## src/rtl/alu_pkg.sv

```systemverilog
// Shared op codes and FSM state encoding for the handshaked sequential ALU.
package alu_pkg;

   localparam logic [2:0] OP_AND = 3'b000;
   localparam logic [2:0] OP_OR  = 3'b001;
   localparam logic [2:0] OP_ADD = 3'b010;
   localparam logic [2:0] OP_SUB = 3'b011;
   localparam logic [2:0] OP_SLT = 3'b100;
   localparam logic [2:0] OP_XOR = 3'b101;
   localparam logic [2:0] OP_SLL = 3'b110;
   localparam logic [2:0] OP_SRL = 3'b111;

   typedef enum logic [1:0] {
      S_IDLE  = 2'd0,
      S_SHIFT = 2'd1,
      S_DONE  = 2'd2
   } state_t;

endpackage

```

## src/rtl/alu_datapath.sv

```systemverilog
// Single-cycle logic/arithmetic core; SUB and SLT share the A + ~B + 1 adder.
module alu_datapath
   import alu_pkg::*;
#(
   parameter int WIDTH = 24
) (
   input  logic [WIDTH-1:0] a,
   input  logic [WIDTH-1:0] b,
   input  logic [2:0]       op,
   output logic [WIDTH-1:0] y,
   output logic             carry,
   output logic             overflow
);

   logic             use_sub;
   logic [WIDTH-1:0] b_eff;
   logic [WIDTH:0]   sum;
   logic             ovf_raw;

   always_comb begin
      use_sub = (op == OP_SUB) || (op == OP_SLT);
      b_eff   = use_sub ? ~b : b;
      sum     = {1'b0, a} + {1'b0, b_eff} + {{WIDTH{1'b0}}, use_sub};
      // Signed overflow: operands agree in sign but the sum does not.
      ovf_raw = (a[WIDTH-1] == b_eff[WIDTH-1]) && (sum[WIDTH-1] != a[WIDTH-1]);

      y        = '0;
      carry    = 1'b0;
      overflow = 1'b0;
      case (op)
         OP_AND: y = a & b;
         OP_OR:  y = a | b;
         OP_XOR: y = a ^ b;
         OP_ADD, OP_SUB: begin
            y        = sum[WIDTH-1:0];
            carry    = sum[WIDTH];
            overflow = ovf_raw;
         end
         OP_SLT: y = {{(WIDTH-1){1'b0}}, sum[WIDTH-1] ^ ovf_raw};
         default: y = '0;
      endcase
   end

endmodule

```

## src/rtl/alu_seq.sv

```systemverilog
// Handshaked N-bit ALU: one-cycle logic/arith ops, bit-serial logical shifts,
// registered result and flags held until the consumer takes them.
module alu_seq
   import alu_pkg::*;
#(
   parameter int WIDTH = 24,
   parameter int SHW   = $clog2(WIDTH)
) (
   input  logic             Clock,
   input  logic             Reset,
   input  logic             InValid,
   output logic             InReady,
   input  logic [WIDTH-1:0] A,
   input  logic [WIDTH-1:0] B,
   input  logic [2:0]       Op,
   output logic             OutValid,
   input  logic             OutReady,
   output logic [WIDTH-1:0] Result,
   output logic             CarryOut,
   output logic             Overflow,
   output logic             Zero,
   output logic             Negative
);

   state_t           state, state_nxt;
   logic [WIDTH-1:0] sh_reg, sh_next, res, dp_y;
   logic [SHW-1:0]   cnt, shamt;
   logic             sh_right, res_c, res_v, dp_c, dp_v;
   logic             accept, is_shift, long_shift;

   alu_datapath #(.WIDTH(WIDTH)) u_dp (
      .a        (A),
      .b        (B),
      .op       (Op),
      .y        (dp_y),
      .carry    (dp_c),
      .overflow (dp_v)
   );

   assign shamt      = B[SHW-1:0];
   assign is_shift   = (Op == OP_SLL) || (Op == OP_SRL);
   assign long_shift = is_shift && (shamt != '0);
   assign accept     = InValid && InReady;
   assign sh_next    = sh_right ? (sh_reg >> 1) : (sh_reg << 1);

   always_ff @(posedge Clock or posedge Reset) begin
      if (Reset) state <= S_IDLE;
      else       state <= state_nxt;
   end

   always_comb begin
      state_nxt = state;
      case (state)
         S_IDLE:  if (accept) state_nxt = long_shift ? S_SHIFT : S_DONE;
         S_SHIFT: if (cnt == SHW'(1)) state_nxt = S_DONE;
         S_DONE: begin
            // A consumed result may be replaced by a new op in the same cycle.
            if (OutReady) state_nxt = accept ? (long_shift ? S_SHIFT : S_DONE) : S_IDLE;
         end
         default: state_nxt = S_IDLE;
      endcase
   end

   always_comb begin
      InReady  = 1'b0;
      OutValid = 1'b0;
      case (state)
         S_IDLE:  InReady = 1'b1;
         S_DONE: begin
            OutValid = 1'b1;
            InReady  = OutReady;
         end
         default: begin
            InReady  = 1'b0;
            OutValid = 1'b0;
         end
      endcase
   end

   always_ff @(posedge Clock or posedge Reset) begin
      if (Reset) begin
         res      <= '0;
         res_c    <= 1'b0;
         res_v    <= 1'b0;
         sh_reg   <= '0;
         cnt      <= '0;
         sh_right <= 1'b0;
      end else if (accept) begin
         if (!is_shift) begin
            res   <= dp_y;
            res_c <= dp_c;
            res_v <= dp_v;
         end else if (shamt == '0) begin
            res   <= A;
            res_c <= 1'b0;
            res_v <= 1'b0;
         end else begin
            sh_reg   <= A;
            cnt      <= shamt;
            sh_right <= (Op == OP_SRL);
         end
      end else if (state == S_SHIFT) begin
         // Amounts >= WIDTH simply run out of bits and leave zero.
         sh_reg <= sh_next;
         cnt    <= cnt - SHW'(1);
         if (cnt == SHW'(1)) begin
            res   <= sh_next;
            res_c <= 1'b0;
            res_v <= 1'b0;
         end
      end
   end

   assign Result   = res;
   assign CarryOut = res_c;
   assign Overflow = res_v;
   assign Zero     = (res == '0);
   assign Negative = res[WIDTH-1];

endmodule
```

## config.mk

```make
export PLATFORM = sky130hd
export DESIGN_NAME = alu_seq
export DESIGN_NICKNAME = d
export VERILOG_FILES = /design/src/rtl/alu_pkg.sv /design/src/rtl/alu_datapath.sv /design/src/rtl/alu_seq.sv
export SDC_FILE = /design/constraint.sdc
export NUM_CORES = 1
export LEC_CHECK = 0
export ABC_AREA = 1
export CORE_MARGIN = 1
export CORE_UTILIZATION = 45
export CTS_CLUSTER_SIZE = 8
export DETAILED_ROUTE_END_ITERATION = 8
export PLACE_DENSITY = 0.8
export SLEW_MARGIN = 20
export SYNTH_ARGS = -nofsm -noshare
export SYNTH_HDL_FRONTEND = slang
export SYNTH_HIERARCHICAL = 1
export SYNTH_SLANG_ARGS = --single-unit
```

## constraint.sdc

```tcl
create_clock -name Clock -period 2 [get_ports Clock]
set_input_delay 0.5 -clock Clock [delete_from_list [all_inputs] [get_ports Clock]]
set_output_delay 0.5 -clock Clock [all_outputs]
set_load 0.05 [all_outputs]
```

==> results of run 1 <==
[power by group]
part / switching [mW] / total (mW) / internal, mW
clock network: 0.515 / 1.57 / 1.06
registers: 0.449 / 2.14 / 1.69
logic: 3.97 / 6.34 / 2.37
total: 4.93 / 10.1 / 5.12
[layout by cell type (no fill, tap or decap), drive strengths merged, types with 2 or more instances in the layout]
master,count
xor2,25
o21ai,46
nand2,458
ha,73
o2111ai,3
nand3,100
inv,131
clkdlybuf4s50,43
buf,235
nor4,4
nand4,32
a21oi,35
dlygate4sd2,7
dfrtp,58
o31ai,2
nor2,66
o21a,4
nand3b,5
clkbuf,13
o211ai,3
a21o,7
a221oi,12
nor3,10
or2,6
[how the worst max path moves through the flow]
| stage | depth (start not counted) | end | slack (ns) | startpoint |
|---|---|---|---|---|
| after floorplan | 22 | Result[12] | -0.67 | Op[0] |
| after CTS | 22 | Result[14] | -0.73 | Op[1] |
| after global placement | 22 | Result[23] | -1.64 | Op[0] |
| after detailed placement | 22 | Result[23] | -1.66 | Op[0] |
| after global routing | 24 | Result[17] | -1.10 | Op[0] |
| final | 20 | Result[17] | -0.91 | B[8] |
[final cells by class]
type	count	area, um^2	area share
Clock buffer	13	270	0.0253
Inverter	131	502	0.0470
Timing Repair Buffer	286	2510	0.235
Sequential cell	58	1450	0.136
Tap cell	188	235	0.0220
Multi-Input combinational cell	896	5670	0.531
Clock inverter	2	35.0	0.00328
[through the flow]
step	hold WS (ns)	total power [mW]	instances	cell area [um^2]	util
after floorplan	0.442	5.73	1132	7050	-
after global placement	0.457	7.48	1515	9100	0.598
after detailed placement	0.459	7.60	1515	9100	0.598
after CTS	0.443	9.51	1557	9960	0.655
after global routing	0.458	10.7	1574	10700	0.702
final	0.438	10.1	1574	10700	0.702
[cell families after synthesis]
group | share of synthesized area
buffers and inverters | 0.107
and+or+nand+nor | 0.417
DFF | 0.207
adders and majority gates | 0.133
xor gates and xnor gates | 0.0323
AOI/OAI and AO/OA | 0.104
[worst max-delay path, cell delays in order]
cell             delay [ns]
clkdlybuf4s50_1        0.48
xor2_2                 0.20
ha_1                   0.32
buf_4                  0.15
nand2_2                0.09
buf_6                  0.14
nor2_4                 0.13
inv_2                  0.08
nor2_2                 0.14
nand4_1                0.14
nand3_1                0.13
nand2_1                0.07
nand3_1                0.12
nand3_2                0.09
nand2_1                0.08
nand2_1                0.05
nand2_1                0.06
nand2_1                0.05
nand3_1                0.06
nand2_1                0.05
[repair_timing]
action / 4_1_cts / 5_1_grt
resized for setup: 120 / 131
buffers inserted: 28 / 20
gates cloned: 1 / 0
endpoints found under the setup margin: 28 / 28
pin swaps: 66 / 92
[routing by layer]
metal,vias to the layer above,routed length (um),GRT usage
met4,0,1080,0.102
met2,430,12700,0.526
met1,4138,10900,0.396
met5,-,0,0
li1,4133,-,-
met3,95,1590,0.0291
==> flow_metrics.py, run 1 <==
metrics = {
    "outcome": {
        "outcome": "finished, violations left",
        "violations": "setup timing",
    },
    "power_and_ir_drop": {
        "power_density_nw_per_um2": 942,
        "total_leakage_power_nw": 5.78,
        "vdd_drop_max_uv": 739,
    },
    "cts": {
        "cts_tree": "done",
        "cts_sinks": 58,
        "clk_latency_ns": 0.33,
        "cts_made_buffers": 9,
        "clkTransAtPathRegs_ns": 0.05,
        "hold_buffers": 0,
        "cts_max_level": 3,
        "cts_buffer_depth": 2,
        "clockRootBuffer": "clkbuf_16",
    },
    "yosys": {
        "synth_edf_count": 0,
        "synth-main-ff-cell": "dfrtp_1",
        "post-synth-top-count-cell": "nand2_1",
        "yosysWarnings": 6,
        "yosysTopAreaCellShare": 0.240,
        "synth_area_um2": 7000,
        "synth_nets": 1261,
        "yosysTopAreaCell": "nand2_1",
        "synth.distinct_cells": 43,
        "synth_top_cells_by_area": "nand2_1, dfrtp_1, ha_1, inv_1, nand3_1",
        "postSynthAreaPerCell_um2": 6.19,
        "ys_seq_area_frac": 0.207,
        "synthesis.instances": 1132,
        "synth_common_cells": "nand2_1, inv_1, nand3_1, ha_1, nor2_1",
        "ys_ff_latch": 58,
        "async_flop_share": 1.00,
    },
    "worst_setup_path": {
        "r2r_slack_ns": 0.42,
        "r2r-start": "cnt[2]",
        "startpoint_type": "input pin",
        "reg2reg_depth": 6,
        "end_kind": "flip-flop",
        "critPathArrivalTime_ns": 3.13,
        "r2r-end": "Result[6]",
        "path_max_fanout": 3,
        "crit_type": "input pin to flip-flop",
        "cp.required_ns": 2.22,
    },
    "place": {
        "dp_hpwl_mm": 18.0,
        "port_buffers": 84,
        "gp_congestion": 0.964,
        "place_ws_ns": -1.66,
    },
    "floorplanning": {
        "die_area_um2": 16100,
        "die_height_um": 127,
        "core_area_um2": 15200,
        "die_w_um": 127,
        "initial_core_util": 0.461,
        "row_count": 45,
        "io_pins": 85,
    },
    "routing": {
        "drt-pass1-iter-count": 6,
        "avgRoutedWirePerCell_um": 16.7,
        "avgViaCountPerCell": 5.59,
        "drt_iter0_drc": 816,
        "remaining_drc_errors": 0,
        "drtAntennaViolNets": 0,
        "wirelength_mm": 26.2,
        "num_vias": 8796,
    },
    "hold_path": {
        "hp-class": "input pin to asynchronous set/reset pin",
    },
    "global_route": {
        "grt_max_degree": 48,
        "grt_overflow": 0,
        "antenna_found_initial": 0,
        "grtUsageTotal": 0.304,
        "grt_pass1_vias": 8036,
        "grt_pass1_wl_mm": 38.9,
    },
    "layout": {
        "fillers": 1217,
        "nNetsFinal": 1511,
        "antennaDiodeCount": 0,
        "layout-drive-gt1-share": 0.323,
        "syn_to_final_growth_pct": 52.4,
    },
    "sta": {
        "hold_viol": 0,
        "timing.final.crit_share": 1.46,
        "finalSetupViolations": 26,
        "fin_ws_ns": -0.913,
        "skew_ns": 0.00468,
        "min_period_ns": 2.91,
        "rsz0062_at_grt": "yes",
        "maxSlewHeadroom": 0.652,
        "setup-tns-final_ns": -19.43,
        "tightest_slew_ns": 0.521,
        "fmax_mhz": 343,
        "final_max_slew_viol_count": 0,
    },
    "job": {
        "maxCapViolations": 0,
    },
}
Note: power is estimated with default switching activity, not from simulation.
==> run 2, diff against run 1 <==
- ABC_CLOCK_PERIOD_IN_PS: default -> 2000
- PLACE_DENSITY: 0.8 -> 0.69
==> flow_metrics.py, run 2 (synthesized netlist as in run 1, its figures left out) <==
metrics = {
    "floorplanning": {
        "io_pins": 85,
        "row_count": 45,
        "die_area_um2": 16100,
        "die_height_um": 127,
        "die_w_um": 127,
        "core_area_um2": 15200,
        "initial_core_util": 0.461,
    },
    "layout": {
        "nNetsFinal": 1507,
        "antennaDiodeCount": 0,
        "fin_cells": 1569,
        "layout-drive-gt1-share": 0.285,
        "layout_common_cells": "nand2_1, buf_4, inv_1",
        "syn_to_final_growth_pct": 47.8,
        "final_common_cell": "nand2_1",
        "utilization": 0.681,
    },
    "worst_setup_path": {
        "end_kind": "flip-flop",
        "critPathBufInv": 1,
        "crit_type": "input pin to flip-flop",
        "cpLargestDelayFamily": "simple AND/OR/NAND/NOR gates",
        "r2r_slack_ns": 0.35,
        "crit_path_top_delay_cell": "ha_1",
        "cp.required_ns": 2.21,
        "worstPathCellList": "buf_8 -> nor2_4 -> nand2_8 -> nand2_8 -> xor2_1 -> ha_1 -> a21oi_1 -> o21ai_0 -> a21oi_1 -> nand3_2 -> or2_1 -> nand3_1 -> nand2_1 -> nand2_1 -> nand2_1 -> nand2_1 -> nand2_1 -> nand3_1 -> nand2_1",
        "r2r-end": "Overflow",
        "cp_common_cell": "nand2_1",
        "reg2reg_depth": 6,
        "slowest_delay_ns": 0.32,
        "r2r-start": "cnt[2]",
        "critPathArrivalTime_ns": 3.04,
        "path_max_fanout": 5,
        "startpoint_type": "input pin",
    },
    "cts": {
        "hold_buffers": 0,
        "clkTransAtPathRegs_ns": 0.05,
        "cts_made_buffers": 9,
        "cts_buffer_depth": 2,
        "clockRootBuffer": "clkbuf_16",
        "clk_latency_ns": 0.33,
        "cts_sinks": 58,
        "cts_tree": "done",
        "cts_max_level": 3,
    },
    "sta": {
        "tightest_slew_ns": 0.408,
        "timing.final.crit_share": 1.41,
        "rsz0062_at_grt": "yes",
        "setup-tns-final_ns": -17.32,
        "final_max_slew_viol_count": 0,
        "hold_viol": 0,
        "skew_ns": 0.00533,
        "fin_ws_ns": -0.822,
        "fmax_mhz": 354,
        "min_period_ns": 2.82,
        "finalSetupViolations": 26,
        "maxSlewHeadroom": 0.728,
    },
    "routing": {
        "drt_iter0_drc": 773,
        "avgRoutedWirePerCell_um": 15.8,
        "remaining_drc_errors": 0,
        "wirelength_mm": 24.9,
        "num_vias": 8416,
        "drt-pass1-iter-count": 5,
        "drtAntennaViolNets": 0,
        "avgViaCountPerCell": 5.36,
    },
    "hold_path": {
        "hp-class": "input pin to asynchronous set/reset pin",
    },
    "global_route": {
        "grt_overflow": 0,
        "grt_pass1_vias": 7906,
        "grtUsageTotal": 0.308,
        "grt_max_degree": 50,
        "grt_pass1_wl_mm": 39.3,
        "antenna_found_initial": 0,
    },
    "power_and_ir_drop": {
        "power_density_nw_per_um2": 929,
        "total_leakage_power_nw": 5.69,
        "vdd_drop_max_uv": 747,
    },
    "outcome": {
        "outcome": "finished, violations left",
        "violations": "setup timing",
    },
    "place": {
        "port_buffers": 84,
        "gp_congestion": 0.916,
        "placed_cells": 1526,
        "dp_hpwl_mm": 18.6,
    },
    "job": {
        "maxCapViolations": 0,
    },
}
-- run 2: cell count changes in the layout (fill, tap and decap cells not counted), moves of 7 or more --
cell,delta
inv_1,+8
nand3_1,+7
nor2_4,-8
nand2_1,+17
buf_6,-8
nand2_2,-12
-- run 2: power by group --
part           switching, mW  total [mW]  internal, mW
Combinational           3.82        6.14          2.32
Sequential             0.442        2.13          1.69
Clock                  0.484        1.34         0.856
Total                   4.75        9.61          4.87
-- run 2: worst max path at each step --
stage,start,end,slack (ns),cells past startpoint
global route,Op[0],Result[20],-0.96,19
CTS,Op[2],Result[20],-0.77,23
detailed placement,Op[0],Result[20],-1.73,20
floorplan,Op[0],Result[12],-0.67,22
global placement,Op[0],Result[17],-1.66,20
finish,Op[0],Result[20],-0.82,19
-- run 2: timing repair --
action                                  4_1_cts  5_1_grt
endpoints found under the setup margin       28       28
resized for setup                            89       94
cloned                                        3        0
buffers inserted                             18       10
pin swaps                                    41       52
-- run 2: worst register-to-register path: cells and delay by family (launching register included) --
family             cells  cell delay (ns)
and+or+nand+nor        5             0.87
DFF                    1             0.41
AOI/OAI and AO/OA      1             0.27
-- run 2: layout make-up --
class	instances	area [um^2]
multi-input cells	898	5470
fillers	1369	4850
repair buffers	280	2440
flip-flops and latches	58	1450
inverters	131	497
clock buffers	14	254
well taps	188	235
-- run 2: layer usage --
layer / global-route usage / up-vias / wire [um]
li1: - / 4138 / -
met1: 0.421 / 3901 / 11200
met2: 0.508 / 323 / 11500
met3: 0.0266 / 54 / 1290
met4: 0.116 / 0 / 792
met5: 0 / - / 0
-- run 2: stage by stage --
stage | cell area (um^2) | hold WS (ns) | setup slack [ns] | power [mW]
floorplan | 7050 | 0.442 | -0.674 | 5.73
global placement | 9160 | 0.456 | -1.66 | 7.57
detailed placement | 9160 | 0.458 | -1.73 | 7.65
CTS | 9890 | 0.419 | -0.766 | 9.28
global route | 10300 | 0.442 | -0.956 | 10.3
finish | 10300 | 0.417 | -0.822 | 9.61
==> run 3, diff against run 2 <==
- CAP_MARGIN: default -> 20
==> results of run 3 <==
Same layout as run 2: the final DEF is identical, and so are final timing and power.
